## config.mk

```make
export PLATFORM = sky130hd
export DESIGN_NAME = peak_tone_synth
export DESIGN_NICKNAME = d
export VERILOG_FILES = /design/src/rtl/peak_tone_synth.sv
export SDC_FILE = /design/constraint.sdc
export NUM_CORES = 1
export LEC_CHECK = 0
export CAP_MARGIN = 25
export CORE_AREA = 2 2 261 237
export DETAILED_ROUTE_END_ITERATION = 8
export DIE_AREA = 0 0 263 239
export DONT_BUFFER_PORTS = 1
export PLACE_DENSITY = 0.44
export SLEW_MARGIN = 20
export SYNTH_ARGS = -nofsm -noshare
export SYNTH_HDL_FRONTEND = slang
export SYNTH_SLANG_ARGS = --single-unit
```

## constraint.sdc

```tcl
create_clock -name clk -period 6.9 [get_ports clk]
set_input_delay 0.69 -clock clk [delete_from_list [all_inputs] [get_ports clk]]
set_output_delay 0.69 -clock clk [all_outputs]
set_load 0.02 [all_outputs]
```

## src/rtl/peak_tone_synth.sv

```systemverilog
// Sawtooth chord synthesiser: mixes one saw oscillator per latched pitch-class peak
// and hands each sample to the codec DAC write port, one sample per accepted write.
module peak_tone_synth #(
  parameter int PW         = 24,
  parameter int BASE_INC   = 91435,
  parameter int GAIN_SHIFT = 4
) (
  input  logic               clk,
  input  logic               rst,
  input  logic               peaksIn [0:11],
  input  logic               peaksValid,
  input  logic               writeReady,
  output logic               doingWrite,
  output logic signed [23:0] writeDataLeft,
  output logic signed [23:0] writeDataRight
);

  localparam int SW = 24 + GAIN_SHIFT;

  function automatic logic [PW-1:0] calcInc(input int k);
    logic [31:0] r;
    logic [63:0] prod;
    case (k)
      0:       r = 32'd32768;
      1:       r = 32'd34716;
      2:       r = 32'd36781;
      3:       r = 32'd38968;
      4:       r = 32'd41285;
      5:       r = 32'd43740;
      6:       r = 32'd46341;
      7:       r = 32'd49097;
      8:       r = 32'd52016;
      9:       r = 32'd55109;
      10:      r = 32'd58386;
      11:      r = 32'd61858;
      default: r = 32'd32768;
    endcase
    prod = 64'(BASE_INC) * 64'(r);
    return PW'(prod >> 15);
  endfunction

  localparam logic [PW-1:0] INC [12] = '{
    calcInc(0), calcInc(1), calcInc(2),  calcInc(3),
    calcInc(4), calcInc(5), calcInc(6),  calcInc(7),
    calcInc(8), calcInc(9), calcInc(10), calcInc(11)
  };

  typedef enum logic [1:0] {COMPUTE, SCALE, WRITE} state_t;

  state_t             state_q;
  logic [3:0]         idx_q;
  logic [PW-1:0]      phase_q [12];
  logic [11:0]        peaks_q;
  logic [11:0]        snap_q;
  logic signed [19:0] sum_q;
  logic               doingWrite_q;
  logic signed [23:0] data_q;

  logic [11:0]        peaksPacked;
  logic [15:0]        phaseTop;
  logic signed [15:0] saw;
  logic               enSel;
  logic signed [19:0] sumD;
  logic signed [SW-1:0] scaled;
  logic [SW-24:0]     upper;
  logic signed [23:0] dataD;

  // At idx 0 the snapshot is being taken this very edge, so read the live latch.
  always_comb begin
    for (int k = 0; k < 12; k++) peaksPacked[k] = peaksIn[k];
    phaseTop = phase_q[idx_q][PW-1 -: 16];
    saw      = signed'({~phaseTop[15], phaseTop[14:0]});
    enSel    = (idx_q == 4'd0) ? peaks_q[0] : snap_q[idx_q];
    sumD     = ((idx_q == 4'd0) ? 20'sd0 : sum_q) + (enSel ? 20'(saw) : 20'sd0);
    scaled   = SW'(sum_q) <<< GAIN_SHIFT;
    upper    = scaled[SW-1:23];
    if ((&upper) || !(|upper)) dataD = scaled[23:0];
    else                       dataD = upper[SW-24] ? 24'h800000 : 24'h7FFFFF;
  end

  always_ff @(posedge clk or negedge rst) begin
    if (!rst) begin
      state_q      <= COMPUTE;
      idx_q        <= 4'd0;
      for (int k = 0; k < 12; k++) phase_q[k] <= '0;
      peaks_q      <= '0;
      snap_q       <= '0;
      sum_q        <= '0;
      doingWrite_q <= 1'b0;
      data_q       <= '0;
    end else begin
      if (peaksValid) peaks_q <= peaksPacked;
      case (state_q)
        COMPUTE: begin
          phase_q[idx_q] <= phase_q[idx_q] + INC[idx_q];
          sum_q          <= sumD;
          if (idx_q == 4'd0) snap_q <= peaks_q;
          if (idx_q == 4'd11) begin
            idx_q   <= 4'd0;
            state_q <= SCALE;
          end else begin
            idx_q <= idx_q + 4'd1;
          end
        end
        SCALE: begin
          data_q       <= dataD;
          doingWrite_q <= 1'b1;
          state_q      <= WRITE;
        end
        WRITE: begin
          if (writeReady) begin
            doingWrite_q <= 1'b0;
            idx_q        <= 4'd0;
            state_q      <= COMPUTE;
          end
        end
        default: state_q <= COMPUTE;
      endcase
    end
  end

  assign doingWrite     = doingWrite_q;
  assign writeDataLeft  = data_q;
  assign writeDataRight = data_q;

endmodule
```

# Yosys cells after proc, flatten, opt, wreduce, memory -nomap -nowiden
# Memory sizes are Yosys's and may differ from the RTL's.
# Cells that the tools add are included.
# classes
reduce_logical	9
bitwise	2
magnitude_cmp	3
eq_ne	5
muxes	21
n_addsub	3
# op_table
cell	count
$bwmux 288	1
$mux 24	5
$bmux 24 s4	1
$demux 24 s4	1
$mux 20	2
$add 24x24->24	1
$add 20x20->20	1
$mux 4	2
$pmux 4 s2	1
$reduce_and 2->1	4
$pmux 2 s3	1
$ge 5x5->1 const B	1
$lt 4x5->1 const B	1
$lt 5x1->1 const B	1
$not 4->5	1
$add 4x1->4 const B	1
$bmux 1 s4	1
$eq 4x4->1 const B	1
$logic_not 4->1	1
$mux 2	2
$ne 2x2->1 const B	2
$reduce_bool 2->1	2
$mux 1	3
$eq 2x1->1 const B	1
5 further kinds	5
# word_totals
out_inout_bits	49
romBits	384
reg_bits	359
word_cells	63
n_memories	1
# memory_table
name	depth	width	read_ports	rd_clocked_by_memory_dff	wr	line	text
(name not given)	16	24	1	0	0	95	phase_q[idx_q] <= phase_q[idx_q] + INC[idx_q];

# Logic depth before layout (Yosys ltp)
# depth
depth_word	7
depth_mapped	21
ltp_nobuf	16

# Worst setup path after synthesis
# No wires, ideal clock.
# synth_timing
path_kind	register to register
start	register idx_q[1]
end	register sum_q[19]
period_less_slack_ns	5.302
setup_slack_ns	1.598
arrival_time_ns	5.208
setup_time_ns	0.094
path_stages_with_launch	22
cell_sequence	dfrtp_1 -> buf_6 -> buf_2 -> buf_2 -> buf_1 -> clkbuf_1 -> inv_1 -> ha_1 -> nor3b_1 -> nand2b_1 -> o311ai_4 -> clkbuf_1 -> nor2b_1 -> ha_1 -> o21a_1 -> o21a_1 -> a211o_1 -> a2111oi_0 -> nor2_2 -> and4bb_4 -> o31a_1 -> a211oi_1
# synth_between
elab_chain_len	7
word_cells_on_any_way	12
# synth_lines
element	line	text
start, declared	51	logic [3:0] idx_q;
start signal, assigned	102	idx_q <= idx_q + 4'd1;
$not 4->5 (implied by the code)	71	phaseTop = phase_q[idx_q][PW-1 -: 16];
$bmux 24 s4	71	
$mux 24 (implied by the code) (2 in a row)	71	
$not 1->1	72	saw = signed'({~phaseTop[15], phaseTop[14:0]});
$mux 20	74	sumD = ((idx_q == 4'd0) ? 20'sd0 : sum_q) + (enSel ? 20'(saw) : 20'sd0);
$add 20x20->20 *	74	
end signal, assigned	96	sum_q <= sumD;
end, declared	55	logic signed [19:0] sum_q;
# Every way passes the cells marked *; elsewhere a longest branch is shown, timed or not. The select of a mux whose other input is x is not followed.
# A chain may end at the register's enable or synchronous reset.

# Worst setup path after layout
# layout_timing
start	register idx_q[0]
end	register phase_q[208] in the netlist's numbering
# layout_between
elab_chain_len	6
word_cells_on_any_way	14
# layout_lines
element	line	text
$not 4->5 (implied by the code) *	95	
$mem_v2 16x24, or another cell as far along	-	
$mux 24 (implied by the code) or $logic_and 1x1->1 (tied branches)	95	
$mux 24 (implied by the code)	95	
$add 24x24->24 or $demux 24 s4 (tied branches)	95	
$bwmux 288 *	95	
end signal, assigned by index	95	
end, declared	52	logic [PW-1:0] phase_q [12];
# Marked as above.

==> impl_metrics.prom <==
# TYPE chip_impl_metric gauge
chip_impl_metric{name="register_area",unit="mm2"} 0.00899
chip_impl_info{name="crit_chain",value="buf_4 -> mux4_2 -> mux2i_1 -> o21ai_0 -> ha_1 -> fa_1 -> a21o_1 -> a21oi_1 -> o211ai_1 -> a21boi_1 -> nor2_1 -> o41ai_1 -> xor2_1 -> o21ai_0"} 1
chip_impl_metric{name="final.period_utilization",unit=""} 0.749
chip_impl_info{name="outcome",value="finished with violations"} 1
chip_impl_metric{name="grt_pass1_wl",unit="mm"} 72.7
chip_impl_metric{name="row_count",unit=""} 86
chip_impl_info{name="unrepaired_setup_endpoints_after_global_routing",value="false"} 1
chip_impl_metric{name="critPathRequiredTime",unit="ns"} 7.32
chip_impl_metric{name="core_area",unit="mm2"} 0.0605
chip_impl_metric{name="clock-skew-final",unit="ns"} 0.0185
chip_impl_metric{name="synth_seq_area_share",unit=""} 0.501
chip_impl_metric{name="footprint_of_the_multi_input_gates",unit="mm2"} 0.00825
chip_impl_metric{name="detail-route-antenna-nets",unit=""} 0
chip_impl_info{name="post-synth-top-area-cell",value="sky130_fd_sc_hd__dfrtp_1"} 1
chip_impl_metric{name="syn2layout_area_growth",unit="%"} 11.6
chip_impl_metric{name="min_period",unit="ns"} 5.17
chip_impl_metric{name="grt_use_met3",unit=""} 0.0214
chip_impl_metric{name="cts-htree-levels",unit=""} 2
chip_impl_metric{name="post-route-worst-setup-slack",unit="ns"} 1.73
chip_impl_metric{name="maxClockFrequency",unit="GHz"} 0.194
chip_impl_metric{name="initialDrtViolationCount",unit=""} 662
chip_impl_metric{name="cts.sink_count",unit=""} 359
chip_impl_info{name="setup.worst_path.class",value="reg -> reg"} 1
chip_impl_info{name="worst_hold_path_type",value="in -> async"} 1
chip_impl_metric{name="synth.ff_latch_count",unit=""} 359
chip_impl_info{name="synthFlopType",value="sky130_fd_sc_hd__dfrtp_1"} 1
chip_impl_metric{name="pre_cts_ws",unit="ns"} 1.51
chip_impl_metric{name="maxCapViolations",unit=""} 0
chip_impl_info{name="critPathMostFrequentCell",value="sky130_fd_sc_hd__o21ai_0"} 1
chip_impl_info{name="cts_tree",value="yes"} 1
chip_impl_metric{name="finalMaxSlewViolations",unit=""} 0
chip_impl_metric{name="final_hold_violations",unit=""} 195
chip_impl_metric{name="fin_worst_hold_slack",unit="ns"} -0.158
chip_impl_metric{name="buffer_ports.inserted",unit=""} 0
chip_impl_metric{name="cts-root-to-sink-buffers",unit=""} 3
chip_impl_info{name="cts-root-buf",value="sky130_fd_sc_hd__clkbuf_16"} 1
chip_impl_metric{name="gp_routability_congestion",unit=""} 0.820
chip_impl_info{name="worstSetupStartpointType",value="flop"} 1
chip_impl_metric{name="nets",unit=""} 1608
chip_impl_metric{name="dp.final_hpwl",unit="mm"} 27.8
chip_impl_metric{name="number_of_different_library_cells_in_the_post_synthesis_netlist",unit=""} 66
chip_impl_metric{name="worst_path_largest_cell_delay",unit="ns"} 0.71
chip_impl_metric{name="numCtsBuffers",unit=""} 44
chip_impl_metric{name="avgSynthCellArea",unit="um2"} 11.1
chip_impl_metric{name="synth_simple_gate_area_frac",unit=""} 0.0964
chip_impl_metric{name="fin_tns_setup",unit="ns"} 0
chip_impl_metric{name="layoutNonFillerInstCount",unit=""} 2365
chip_impl_metric{name="use_met2",unit=""} 0.234
chip_impl_metric{name="wl_per_cell",unit="um"} 19.5
chip_impl_metric{name="via_count_of_the_first_global_routing_pass",unit=""} 11687
chip_impl_metric{name="synth_xor_xnor_area_share",unit=""} 0.0171
chip_impl_metric{name="dieHeight",unit="um"} 239
chip_impl_info{name="most-common-layout-cells",value="sky130_fd_sc_hd__dfrtp_1, sky130_fd_sc_hd__nand2_1, sky130_fd_sc_hd__o21ai_0"} 1
chip_impl_metric{name="number_of_enable_type_register_cells_in_the_synthesized_netlist",unit=""} 0
chip_impl_metric{name="drt_first_pass_iters",unit=""} 4
chip_impl_metric{name="grt_start_max_net_pins",unit=""} 360
chip_impl_metric{name="antenna_cells_inserted",unit=""} 0
chip_impl_metric{name="muxShareOfSynthArea",unit=""} 0.184
chip_impl_metric{name="clock_input_transition_at_the_sequential_cells_of_the_worst_setup_and_hold_paths",unit="ns"} 0.05
chip_impl_metric{name="wirelength",unit="mm"} 46.1
chip_impl_metric{name="postCtsSetupRepairBufs",unit=""} 0
chip_impl_metric{name="globalRouteTotalUtil",unit=""} 0.149
chip_impl_info{name="netlist_top_cells_area",value="sky130_fd_sc_hd__dfrtp_1, sky130_fd_sc_hd__mux4_2, sky130_fd_sc_hd__mux2_2"} 1
chip_impl_metric{name="placedCellCount",unit=""} 2284
chip_impl_metric{name="initial_utilization",unit=""} 0.297
chip_impl_info{name="critPathSlowestCell",value="sky130_fd_sc_hd__dfrtp_4"} 1
chip_impl_metric{name="vias",unit=""} 11598
chip_impl_metric{name="io-pin-count",unit=""} 65
chip_impl_metric{name="mappedNetlistArea",unit="mm2"} 0.0179
chip_impl_metric{name="fill_cells",unit=""} 6068
chip_impl_info{name="grt_busiest_layer",value="met2"} 1
chip_impl_metric{name="viasPerCell",unit=""} 4.90
chip_impl_metric{name="arrival",unit="ns"} 5.58
chip_impl_metric{name="worst_skew_pair.late_latency",unit="ns"} 0.58
chip_impl_metric{name="groute.layer.met1.usage",unit=""} 0.213
chip_impl_metric{name="synth_fa_ha_area_frac",unit=""} 0.0350
chip_impl_info{name="critPathCaptureType",value="flop"} 1
chip_impl_metric{name="remaining_drc_errors",unit=""} 0
chip_impl_metric{name="ffs_w_async_s_r_synth",unit=""} 1.00
chip_impl_metric{name="syn-instance-count",unit=""} 1611
chip_impl_metric{name="synth_warnings",unit=""} 0
chip_impl_metric{name="antenna_found_initial",unit=""} 1
chip_impl_info{name="violated_checks",value="negative hold slack"} 1
chip_impl_info{name="layout_commonest_cell",value="sky130_fd_sc_hd__dfrtp_1"} 1
chip_impl_metric{name="die_w",unit="um"} 263
chip_impl_metric{name="post_route_cells_drive_above_1_share",unit=""} 0.196
chip_impl_metric{name="critical_path_fanouts_max",unit=""} 22
chip_impl_metric{name="synthDominantCellAreaShare",unit=""} 0.501
chip_impl_metric{name="layout.core_utilization",unit=""} 0.331
chip_impl_metric{name="cts_resized",unit=""} 0
chip_impl_metric{name="measured_slew_at_the_worst_slew_check_pin",unit="ns"} 1.08
chip_impl_metric{name="synth_compound_gate_area_share",unit=""} 0.123
chip_impl_info{name="largest_family_of_logic_cells_by_synthesized_area",value="multiplexers"} 1
chip_impl_metric{name="grt-ovfl-total",unit=""} 0
chip_impl_metric{name="setup_violations",unit=""} 0
chip_impl_metric{name="slew_headroom",unit=""} 0.276
chip_impl_metric{name="die_area",unit="mm2"} 0.0629
## routing by layer
layer	routed length, um	part of all wire	vias up
li1	-	-	5539
met1	22700	0.49	5808
met2	20800	0.45	188
met3	1530	0.033	63
met4	1080	0.024	0
met5	0	0	-
## cell usage after synthesis (all sizes together) (2+ instances only)
cell type / count
nand4: 2
a31o: 3
nor3b: 3
mux4: 74
and3: 3
o311ai: 2
o21a: 4
buf: 50
o211ai: 4
a211oi: 8
a21oi: 51
a311oi: 2
a21o: 13
dfrtp: 359
or2: 6
mux2i: 27
fa: 2
nand3: 10
nor3: 9
o21bai: 8
mux2: 119
o2bb2ai: 10
a22o: 4
nand2b: 12
a211o: 4
nor2: 23
o31ai: 2
nor2b: 34
ha: 47
o221ai: 2
inv: 19
xor2: 19
and2b: 5
nand2: 279
clkbuf: 95
nor4: 3
o21ai: 261
xnor2: 16
## worst paths after layout
kind	startpoint	to	slack, ns	cells after the start
setup / recovery	idx_q[0]	phase_q[208]	1.73	14
hold / removal	rst	writeDataLeft[9]	-0.16	0
setup reg to reg	idx_q[0]	phase_q[208]	1.73	14
hold reg to reg	phase_q[28]	phase_q[28]	0.47	2
max in group asynchronous	rst	phase_q[193]	6.28	0
min in group clk	peaksIn[2]	peaks_q[9]	0.27	1
## layout make-up
class,count,share of cell area
flip-flops and latches,359,0.449
multi-input cells,1095,0.412
clock buffers,61,0.0622
well taps,792,0.0495
repair buffers,24,0.0139
clock inverters,15,0.00925
inverters,19,0.00356
## sequential cells by signal, indices dropped and copies added (netlist names)
name           count
state_q            2
idx_q              4
sum_q             20
doingWrite         1
phase_q          288
snap_q            12
peaks_q           12
writeDataLeft     20
## worst max-delay path: cells and delay by family, from the launching register on
kind            cells  cell delay [ns]
flops               1             0.71
compound gates      7             1.59
buf+inv             1             0.51
mux                 2             0.74
xor+xnor            1             0.65
simple gates        1             0.08
fa+ha+maj           2             0.69
## cells by family (layout without fill, tap and decap cells)
group	count (synthesis)	count (layout)
compound gates	388	388
mux	220	220
xor+xnor	35	35
buf+inv	164	119
fa+ha+maj	49	49
flops	359	359
simple gates	395	395
other cells	1	8
## per-stage QoR
step	cell area, um2	hold slack [ns]
floorplan	18000	0.394
global placement	18500	0.414
detailed placement	18500	0.414
CTS	19900	-0.204
global route	20000	-0.196
finish	20000	-0.158
Power is left out: the tool's default activity adds up to more than one toggle a clock period on the data nets, which glitch-free logic cannot reach.
